<file path="config.mk">
export PLATFORM = sky130hd
export DESIGN_NAME = i2c_reg_arbiter
export DESIGN_NICKNAME = d
export VERILOG_FILES = /design/src/rtl/i2c_reg_arbiter.sv
export SDC_FILE = /design/constraint.sdc
export NUM_CORES = 1
export LEC_CHECK = 0
export BUFFER_PORTS_ARGS = -buffer_cell sky130_fd_sc_hd__buf_2
export CAP_MARGIN = 20
export CORE_MARGIN = 2
export CORE_UTILIZATION = 40
export DETAILED_ROUTE_END_ITERATION = 8
export GPL_ROUTABILITY_DRIVEN = 0
export GPL_TIMING_DRIVEN = 0
export PLACE_DENSITY = 0.72
export SYNTH_ARGS = -nofsm -noshare
export SYNTH_HDL_FRONTEND = slang
export SYNTH_SLANG_ARGS = --single-unit
</file>
<file path="constraint.sdc">
create_clock -name clk -period 3.2 [get_ports clk]
set_input_delay 0.16 -clock clk [delete_from_list [all_inputs] [get_ports clk]]
set_output_delay 0.16 -clock clk [all_outputs]
set_load 0.02 [all_outputs]
</file>
<file path="src/rtl/i2c_reg_arbiter.sv">
// i2c_reg_arbiter
//   Shares one byte-level I2C master controller between two requesters that
//   each issue single-byte register reads or writes.
//   Write: START dev+W, reg byte, data byte, STOP.
//   Read : START dev+W, reg byte, RESTART dev+R, one byte NACKed, STOP.
//
// Ports
//   clk, rst                   clock, asynchronous active-high reset
//   req_valid/req_ready[1:0]   request handshake, bit i = requester i
//   req_rw, req_dev*, req_reg*, req_wdata*   request payload
//   rsp_valid/rsp_id/rsp_rdata/rsp_err       one-cycle completion report
//   cfg_address, i2c_rw        address and R/W bit for the next (re)start
//   start, restart, stop       one-cycle command pulses to the controller
//   tx_data/tx_valid/tx_ready  byte to the controller
//   rx_data/rx_valid/rx_ready  byte from the controller
//   ack_in                     ack bit returned on the read byte (1 = NACK)
//   ack_out, busy, error       controller status
//   dbg_state                  current FSM state, for observation
//
// Handshakes: a transfer happens on a rising edge where valid and ready are
// both high. req_ready is a single-cycle one-hot grant; tx_valid/tx_data hold
// steady until tx_ready, except that an error from the controller drops
// tx_valid immediately.
module i2c_reg_arbiter #(
  parameter int TIMEOUT_CYC = 20000
) (
  input  logic       clk,
  input  logic       rst,
  input  logic [1:0] req_valid,
  output logic [1:0] req_ready,
  input  logic [1:0] req_rw,
  input  logic [6:0] req_dev0,
  input  logic [6:0] req_dev1,
  input  logic [7:0] req_reg0,
  input  logic [7:0] req_reg1,
  input  logic [7:0] req_wdata0,
  input  logic [7:0] req_wdata1,
  output logic       rsp_valid,
  output logic       rsp_id,
  output logic [7:0] rsp_rdata,
  output logic       rsp_err,
  output logic [6:0] cfg_address,
  output logic       i2c_rw,
  output logic       start,
  output logic       restart,
  output logic       stop,
  output logic [7:0] tx_data,
  output logic       tx_valid,
  input  logic       tx_ready,
  input  logic [7:0] rx_data,
  input  logic       rx_valid,
  output logic       rx_ready,
  output logic       ack_in,
  input  logic       ack_out,
  input  logic       busy,
  input  logic       error,
  output logic [3:0] dbg_state
);

  typedef enum logic [3:0] {
    S_IDLE      = 4'd0,
    S_START     = 4'd1,
    S_TX_REG    = 4'd2,
    S_TX_DATA   = 4'd3,
    S_RESTART   = 4'd4,
    S_RX_DATA   = 4'd5,
    S_STOP      = 4'd6,
    S_WAIT_IDLE = 4'd7,
    S_RESP      = 4'd8
  } state_t;

  localparam int CW = $clog2(TIMEOUT_CYC + 1);

  state_t         r_state;
  state_t         w_next;
  logic [CW-1:0]  r_cnt;
  logic           r_last_id;   // requester granted most recently
  logic           r_id;
  logic           r_rw;
  logic [6:0]     r_dev;
  logic [7:0]     r_reg;
  logic [7:0]     r_wdata;
  logic [7:0]     r_rdata;
  logic           r_err;
  logic [1:0]     w_grant;
  logic           w_timeout;
  logic           w_set_err;
  logic           w_counting;
  logic           w_unused;

  // The controller reports NACKs through error, so ack_out carries no
  // additional information here.
  assign w_unused = ack_out;

  // Round-robin between two: requester 0 wins a tie unless it was the last
  // one served. Gated by rst so req_ready is low while reset is held.
  always_comb begin
    w_grant = 2'b00;
    if (r_state == S_IDLE && !busy && !rst) begin
      w_grant[0] = req_valid[0] & (~req_valid[1] | r_last_id);
      w_grant[1] = req_valid[1] & ~w_grant[0];
    end
  end

  assign w_counting = (r_state == S_TX_REG) || (r_state == S_TX_DATA) ||
                      (r_state == S_RX_DATA) || (r_state == S_WAIT_IDLE);
  // The counter holds the number of cycles already spent in the state, so
  // this fires on the TIMEOUT_CYC-th cycle of the wait.
  assign w_timeout  = w_counting && (r_cnt == CW'(TIMEOUT_CYC - 1));

  // State register
  always_ff @(posedge clk or posedge rst) begin
    if (rst) r_state <= S_IDLE;
    else     r_state <= w_next;
  end

  // Next-state logic; a controller error outranks a handshake in the same
  // cycle, and a handshake outranks a timeout.
  always_comb begin
    w_next    = r_state;
    w_set_err = 1'b0;
    case (r_state)
      S_IDLE:    if (w_grant != 2'b00) w_next = S_START;
      S_START: begin
        if (error) begin w_next = S_STOP; w_set_err = 1'b1; end
        else             w_next = S_TX_REG;
      end
      S_TX_REG: begin
        if (error)          begin w_next = S_STOP; w_set_err = 1'b1; end
        else if (tx_ready)        w_next = r_rw ? S_RESTART : S_TX_DATA;
        else if (w_timeout) begin w_next = S_STOP; w_set_err = 1'b1; end
      end
      S_TX_DATA: begin
        if (error)          begin w_next = S_STOP; w_set_err = 1'b1; end
        else if (tx_ready)        w_next = S_STOP;
        else if (w_timeout) begin w_next = S_STOP; w_set_err = 1'b1; end
      end
      S_RESTART: begin
        if (error) begin w_next = S_STOP; w_set_err = 1'b1; end
        else             w_next = S_RX_DATA;
      end
      S_RX_DATA: begin
        if (error)          begin w_next = S_STOP; w_set_err = 1'b1; end
        else if (rx_valid)        w_next = S_STOP;
        else if (w_timeout) begin w_next = S_STOP; w_set_err = 1'b1; end
      end
      S_STOP:      w_next = S_WAIT_IDLE;
      S_WAIT_IDLE: begin
        if (!busy)          w_next = S_RESP;
        else if (w_timeout) begin w_next = S_RESP; w_set_err = 1'b1; end
      end
      S_RESP:      w_next = S_IDLE;
      default:     w_next = S_IDLE;
    endcase
  end

  // Outputs
  always_comb begin
    req_ready = w_grant;
    rsp_valid = 1'b0;
    rsp_id    = 1'b0;
    rsp_rdata = 8'h00;
    rsp_err   = 1'b0;
    i2c_rw    = 1'b0;
    start     = 1'b0;
    restart   = 1'b0;
    stop      = 1'b0;
    tx_data   = 8'h00;
    tx_valid  = 1'b0;
    rx_ready  = 1'b0;
    ack_in    = 1'b0;
    case (r_state)
      S_START:   start = 1'b1;
      S_TX_REG: begin
        tx_data  = r_reg;
        tx_valid = ~error;
      end
      S_TX_DATA: begin
        tx_data  = r_wdata;
        tx_valid = ~error;
      end
      S_RESTART: begin
        i2c_rw  = 1'b1;
        restart = 1'b1;
      end
      S_RX_DATA: begin
        i2c_rw   = 1'b1;
        rx_ready = ~error;
        ack_in   = 1'b1;   // single byte read, so always NACK it
      end
      S_STOP:    stop = 1'b1;
      S_RESP: begin
        rsp_valid = 1'b1;
        rsp_id    = r_id;
        rsp_rdata = r_err ? 8'h00 : r_rdata;
        rsp_err   = r_err;
      end
      default: ;
    endcase
  end

  assign cfg_address = r_dev;
  assign dbg_state   = r_state;

  // Wait counter restarts on every state change.
  always_ff @(posedge clk or posedge rst) begin
    if (rst)                    r_cnt <= '0;
    else if (w_next != r_state) r_cnt <= '0;
    else if (w_counting)        r_cnt <= r_cnt + 1'b1;
  end

  // Transaction context, captured once at grant.
  always_ff @(posedge clk or posedge rst) begin
    if (rst) begin
      r_last_id <= 1'b1;
      r_id      <= 1'b0;
      r_rw      <= 1'b0;
      r_dev     <= 7'h00;
      r_reg     <= 8'h00;
      r_wdata   <= 8'h00;
      r_rdata   <= 8'h00;
      r_err     <= 1'b0;
    end else begin
      if (w_grant != 2'b00) begin
        r_last_id <= w_grant[1];
        r_id      <= w_grant[1];
        r_rw      <= w_grant[1] ? req_rw[1]  : req_rw[0];
        r_dev     <= w_grant[1] ? req_dev1   : req_dev0;
        r_reg     <= w_grant[1] ? req_reg1   : req_reg0;
        r_wdata   <= w_grant[1] ? req_wdata1 : req_wdata0;
        r_rdata   <= 8'h00;
        r_err     <= 1'b0;
      end
      if (r_state == S_RX_DATA && rx_valid && !error) r_rdata <= rx_data;
      if (w_set_err) r_err <= 1'b1;
    end
  end

endmodule

</file>
[Word level (Yosys, flattened, before mapping)]
Cells that the tools add are included.
Storage, ports and cells
  memory bits (writable): 0
  flip-flop bits (word level): 54
  bits in read-only memories: 0
  memories: 0
  output and inout port bits: 39
  logic and storage cells: 92
  input bits: 65
  bits in latches: 0
Cells by class
  reductions and logical operators: 19
  shift operators: 0
  multiply operators: 0
  order comparisons: 0
  multiplexer cells: 46
  equal/unequal tests: 10
  add/subtract/negate cells: 1
  bitwise gates (word level): 6
  div/mod/pow operators: 0
Operators by type and width (number)
  $mux 8: 6
  $mux 4: 10
  $pmux 4 s8: 1
  $mux 15: 2
  $mux 1: 20
  $eq 4x3->1 const B: 4
  $pmux 8 s2: 1
  $add 15x1->15 const B: 1
  $eq 15x15->1 const B: 1
  $eq 4x2->1 const B: 2
  $reduce_bool 2->1: 4
  $mux 7: 1
  $mux 3: 2
  $reduce_or 2->1: 3
  $logic_and 1x1->1: 5
  $eq 4x1->1 const B: 1
  $eq 4x4->1 const B: 1
  $logic_not 4->1: 1
  $mux 2: 2
  $ne 4x4->1: 1
  $pmux 1 s4: 1
  $logic_not 1->1: 3
  $logic_or 1x1->1: 3
  $not 1->1: 3
  other kinds (2): 3

[Logic depth before layout (Yosys ltp)]
  depth after elaboration: 11
  gate-level depth with buffers: 9
  gate-level depth less buffers: 7

[Worst setup path after synthesis]
OpenSTA, ideal clock, no wires.
  kind: reg-to-reg
  start point: reg r_state[2] (netlist: dbg_state[2])
  end point: reg r_cnt[11]
  path buffers: 2
  required time: 3.081 ns
  library setup time: 0.119 ns
  stages on the path, launching flop included: 9
  period minus slack after synthesis: 2.350 ns
  slack: 0.850 ns
  data arrival time: 2.231 ns
  path through: dfrtp_1 > buf_6 > nor4b_1 > and3_1 > or4_1 > a211oi_2 > o2111ai_2 > buf_6 > nor2_2
Between the ends
  cells in the longest elaborated chain, start to end: 11
  elaborated cells on any way between the ends: 30
  classes of those cells: 8 x eq/ne; 13 x mux; 9 x reduce/logical
RTL lines
  start: declaration: line 74  | state_t r_state;
  start signal: assignment: line 114  | else r_state <= w_next;
  $eq 4x2->1: line 105, 122
  $logic_or 1x1->1 (2 in series): line 105  | assign w_counting = (r_state == S_TX_REG) || (r_state == S_TX_DATA) ||
  $logic_or 1x1->1: line 106  | (r_state == S_RX_DATA) || (r_state == S_WAIT_IDLE);
  $logic_and 1x1->1: line 109  | assign w_timeout = w_counting && (r_cnt == CW'(TIMEOUT_CYC - 1));
  $mux 4: line 131, 136, 145
  $mux 4 (on tied branches): line 144, 130, 135
  $mux 4 (on tied branches): line 143, 129, 134
  $pmux 4 s8: line 122  | case (r_state)
  $ne 4x4->1: line 208  | else if (w_next != r_state) r_cnt <= '0;
  $mux 15 or $reduce_bool 2->1 (tied branches)
  end signal: assignment: line 209  | else if (w_counting) r_cnt <= r_cnt + 1'b1;
  end: declaration: line 76  | logic [CW-1:0] r_cnt;
Parallel ways exist; a longest one is shown, timed or not.
A chain may end at the register's enable or synchronous reset.

[Final worst setup path]
  start point: reg r_state[2] (netlist: dbg_state[2])
  end point: out req_ready[1]
Between the ends
  cells in the longest elaborated chain, start to end: 4
RTL lines
  $logic_not 4->1: line 99  | if (r_state == S_IDLE && !busy && !rst) begin
  $logic_and 1x1->1 (2 in series): line 99
  $mux 2: line 99
  end: declaration: line 30  | output logic [1:0] req_ready,
Every way passes these cells.

==> impl_metrics.json <==
{
  "met3WireLength_um": 562,
  "yosys-top-cells-area": "dfrtp_1 42%, nor2_1 6.6%, nand3b_1 6.0%",
  "finalSetupViolations": 0,
  "syn-cell-area_sq_um": 3128,
  "synth_most_common_cell": "nor2_1",
  "synth_compound_area_frac": 0.1620,
  "start_util": 0.4090,
  "wirelength_mm": 7.919,
  "synth_commonest_cells": "55 x nor2_1, 53 x dfrtp_1, 30 x o21ai_0",
  "synth_warnings": 0,
  "p_sw_frac": 0.4323,
  "dr_total_vias": 2957,
  "drv_slew": 0,
  "crit_fanout": 10,
  "drive_above_1_share": 0.2989,
  "rr_worst_depth": 9,
  "antenna_found_initial": 0,
  "critPathKind": "reg -> out",
  "synth_cell_type_count": 53,
  "antenna_cells": 0,
  "cts.sinks": 54,
  "pwr-share-comb": 0.492,
  "reg2reg_to": "r_cnt[12]$_DFFE_PP0P_",
  "largest_reg_flops": 15,
  "irDropWorstVdd_v": 0.0002690,
  "hold_depth": 2,
  "hold_path.class": "in -> reg",
  "root_buffer": "clkbuf_8",
  "timing.rr.start": "dbg_state[2]$_DFF_PP0_",
  "cp.arrival_ns": 2.31,
  "grt_pass1_wl_mm": 13.30,
  "grt_pass1_vias": 2842,
  "synth_cells": 354,
  "die_y_um": 92.43,
  "status": "finished clean",
  "holdWs_ns": 0.06112,
  "synth.area.mux_share": 0.02880,
  "port_buffers": 100,
  "routedWlPerCell_um": 13.97,
  "p_int_mw": 1.639,
  "synthAdderAreaFrac": 0.004000,
  "clockBufferDepth": 2,
  "cp-start-kind": "flip-flop",
  "clock_latency_ns": 0.31,
  "clk_pin_slew_ns": 0.10,
  "slew_headroom": 0.4655,
  "p_switching_mw": 1.248,
  "drtPass1Iterations": 4,
  "rows": 32,
  "synth.avg_cell_area_sq_um": 8.836,
  "htreeDepth": 2,
  "fp.dieArea_sq_um": 8543,
  "hpwl_mm": 6.111,
  "cap_viol_max_count": 0,
  "drc_errors": 0,
  "power_leakage_nw": 1.788,
  "syn_nets": 420,
  "synth_top_cell_by_area": "dfrtp_1",
  "top_register": "r_cnt",
  "wl_met2_mm": 3.692,
  "maxClockFrequency_mhz": 405.1,
  "cts_tree": "yes",
  "fin_worst_skew_ns": 0.01247,
  "synthArstFlopShare": 1.000,
  "top_layer": "met4",
  "yosysSeqAreaShare": 0.4324,
  "critPathRequiredTime_ns": 3.04,
  "via_per_inst": 5.215,
  "cts_resized": 0,
  "power.density_nw_per_um2": 744.0,
  "coreArea_sq_um": 7647,
  "nets": 530,
  "max_slew.worst_pin.slew_ns": 0.8017,
  "period_minus_slack_ns": 2.469,
  "rsz0062_at_grt": "no",
  "yosys.area.top_type_share": 0.4240,
  "grt-ovfl-total": 0,
  "synth_enable_flop_cells": 0,
  "tns_ns": 0,
  "end_kind": "output port",
  "drt_iter0_drc": 209,
  "synth_xor_area_frac": 0.03920,
  "utilization": 0.5074,
  "min_period_over_period": 0.7714,
  "reg2reg_setup_slack_ns": 0.82,
  "worstHoldStart": "rx_data[7]",
  "die_width_um": 92.43,
  "pwr-share-clk": 0.134,
  "syn2layout_area_growth_pct": 24.04,
  "finalHoldViolCount": 0,
  "num_io_pins": 104,
  "synth-seq-cells": 54,
  "grt_util_all_layers": 0.1923,
  "p_seq_frac": 0.374,
  "power_mw": 2.887,
  "grt_max_degree": 39,
  "wl_met1_mm": 3.599,
  "hold_end": "r_rdata[7]$_DFFE_PP0P_",
  "synth_top_family_by_area": "simple AND/OR/NAND/NOR gates",
  "numCtsBuffers": 5,
  "synth_top_flop_cell": "dfrtp_1",
  "drtAntennaViolNets": 0,
  "yosys.area_share.simple": 0.2852
}
per-layer routing:
metal / global-route usage / up-vias
met1: 0.2557 / 1385
met2: 0.3181 / 100
met4: 0.04478 / 0
li1: - / 1466
met5: 0 / -
met3: 0.04557 / 6
cells by family after synthesis:
family / count (synthesis)
and+or+nand+nor: 160
AOI/OAI and AO/OA: 84
DFF: 54
buffers and inverters: 32
xor gates and xnor gates: 14
muxes: 9
adders and majority gates: 1
through the flow:
| stage | setup WS (ns) | instance area (sq um) | instances |
|---|---|---|---|
| detailed placement | 0.8661 | 3776 | 557 |
| floorplan | 0.8497 | 3128 | 354 |
| finish | 0.7315 | 3880 | 567 |
| global placement | 0.8907 | 3756 | 556 |
| global route | 0.6007 | 3880 | 567 |
| CTS | 0.6345 | 3875 | 566 |
cell type report:
class                      instances  area, sq um
inverter                           7        26.28
sequential                        54         1353
fill                             752         3767
tap                              102        127.6
multi-input combinational        268         1624
timing repair buffer             103        535.5
buffer                            25        125.1
clock inverter                     2        16.27
clock buffer                       6        72.57
cell usage in the layout (no fill, tap or decap), types with 2 or more instances in the layout:
master,count
nand2b_1,3
inv_1,6
a21o_1,3
nand2_1,14
xnor2_1,6
buf_6,3
a22o_1,8
clkbuf_8,5
and3_1,3
and2_1,11
nor2_1,55
nor3b_1,2
a211oi_1,2
a21oi_1,28
nor3_1,8
dfrtp_1,53
xor2_1,8
nor2_2,10
o22ai_1,2
nand3b_1,25
nand3_1,9
buf_2,107
o21ai_0,30
nand4_1,5
clkbuf_1,15
mux2i_1,9
or4_1,2
power by group through the flow:
stage,combinational (mW),sequential [mW],clock (mW)
6_report,1.42,1.08,0.387
5_1_grt,1.57,1.11,0.429
4_1_cts,1.43,1.08,0.399
3_5_place_dp,1.41,1.09,0
3_3_place_gp,1.39,1.08,0
2_1_floorplan,0.963,1.14,0
worst max-delay path by stage:
stage / start / end / slack [ns]
global placement: dbg_state[2]$_DFF_PP0_ / r_cnt[0]$_DFFE_PP0P_ / 0.89
global route: dbg_state[2]$_DFF_PP0_ / req_ready[1] / 0.60
finish: dbg_state[2]$_DFF_PP0_ / req_ready[1] / 0.73
detailed placement: dbg_state[2]$_DFF_PP0_ / r_cnt[11]$_DFFE_PP0P_ / 0.87
floorplan: dbg_state[2]$_DFF_PP0_ / r_cnt[11]$_DFFE_PP0P_ / 0.85
CTS: dbg_state[3]$_DFF_PP0_ / rsp_rdata[4] / 0.63
critical path: stages (launching register included):
cell and delay, ns:
dfrtp_1 0.39, buf_6 0.14, or4_4 0.52, nor2_1 0.46, nand3_1 0.23, inv_1 0.09
buf_2 0.16
timing repair:
item / in CTS / in global routing
hold buffers: 1 / 0
setup endpoints to repair: 0 / 0
setup buffers: 0 / 0
endpoints found under the hold margin: 16 / 0
Power figures use the tool's default switching activity.
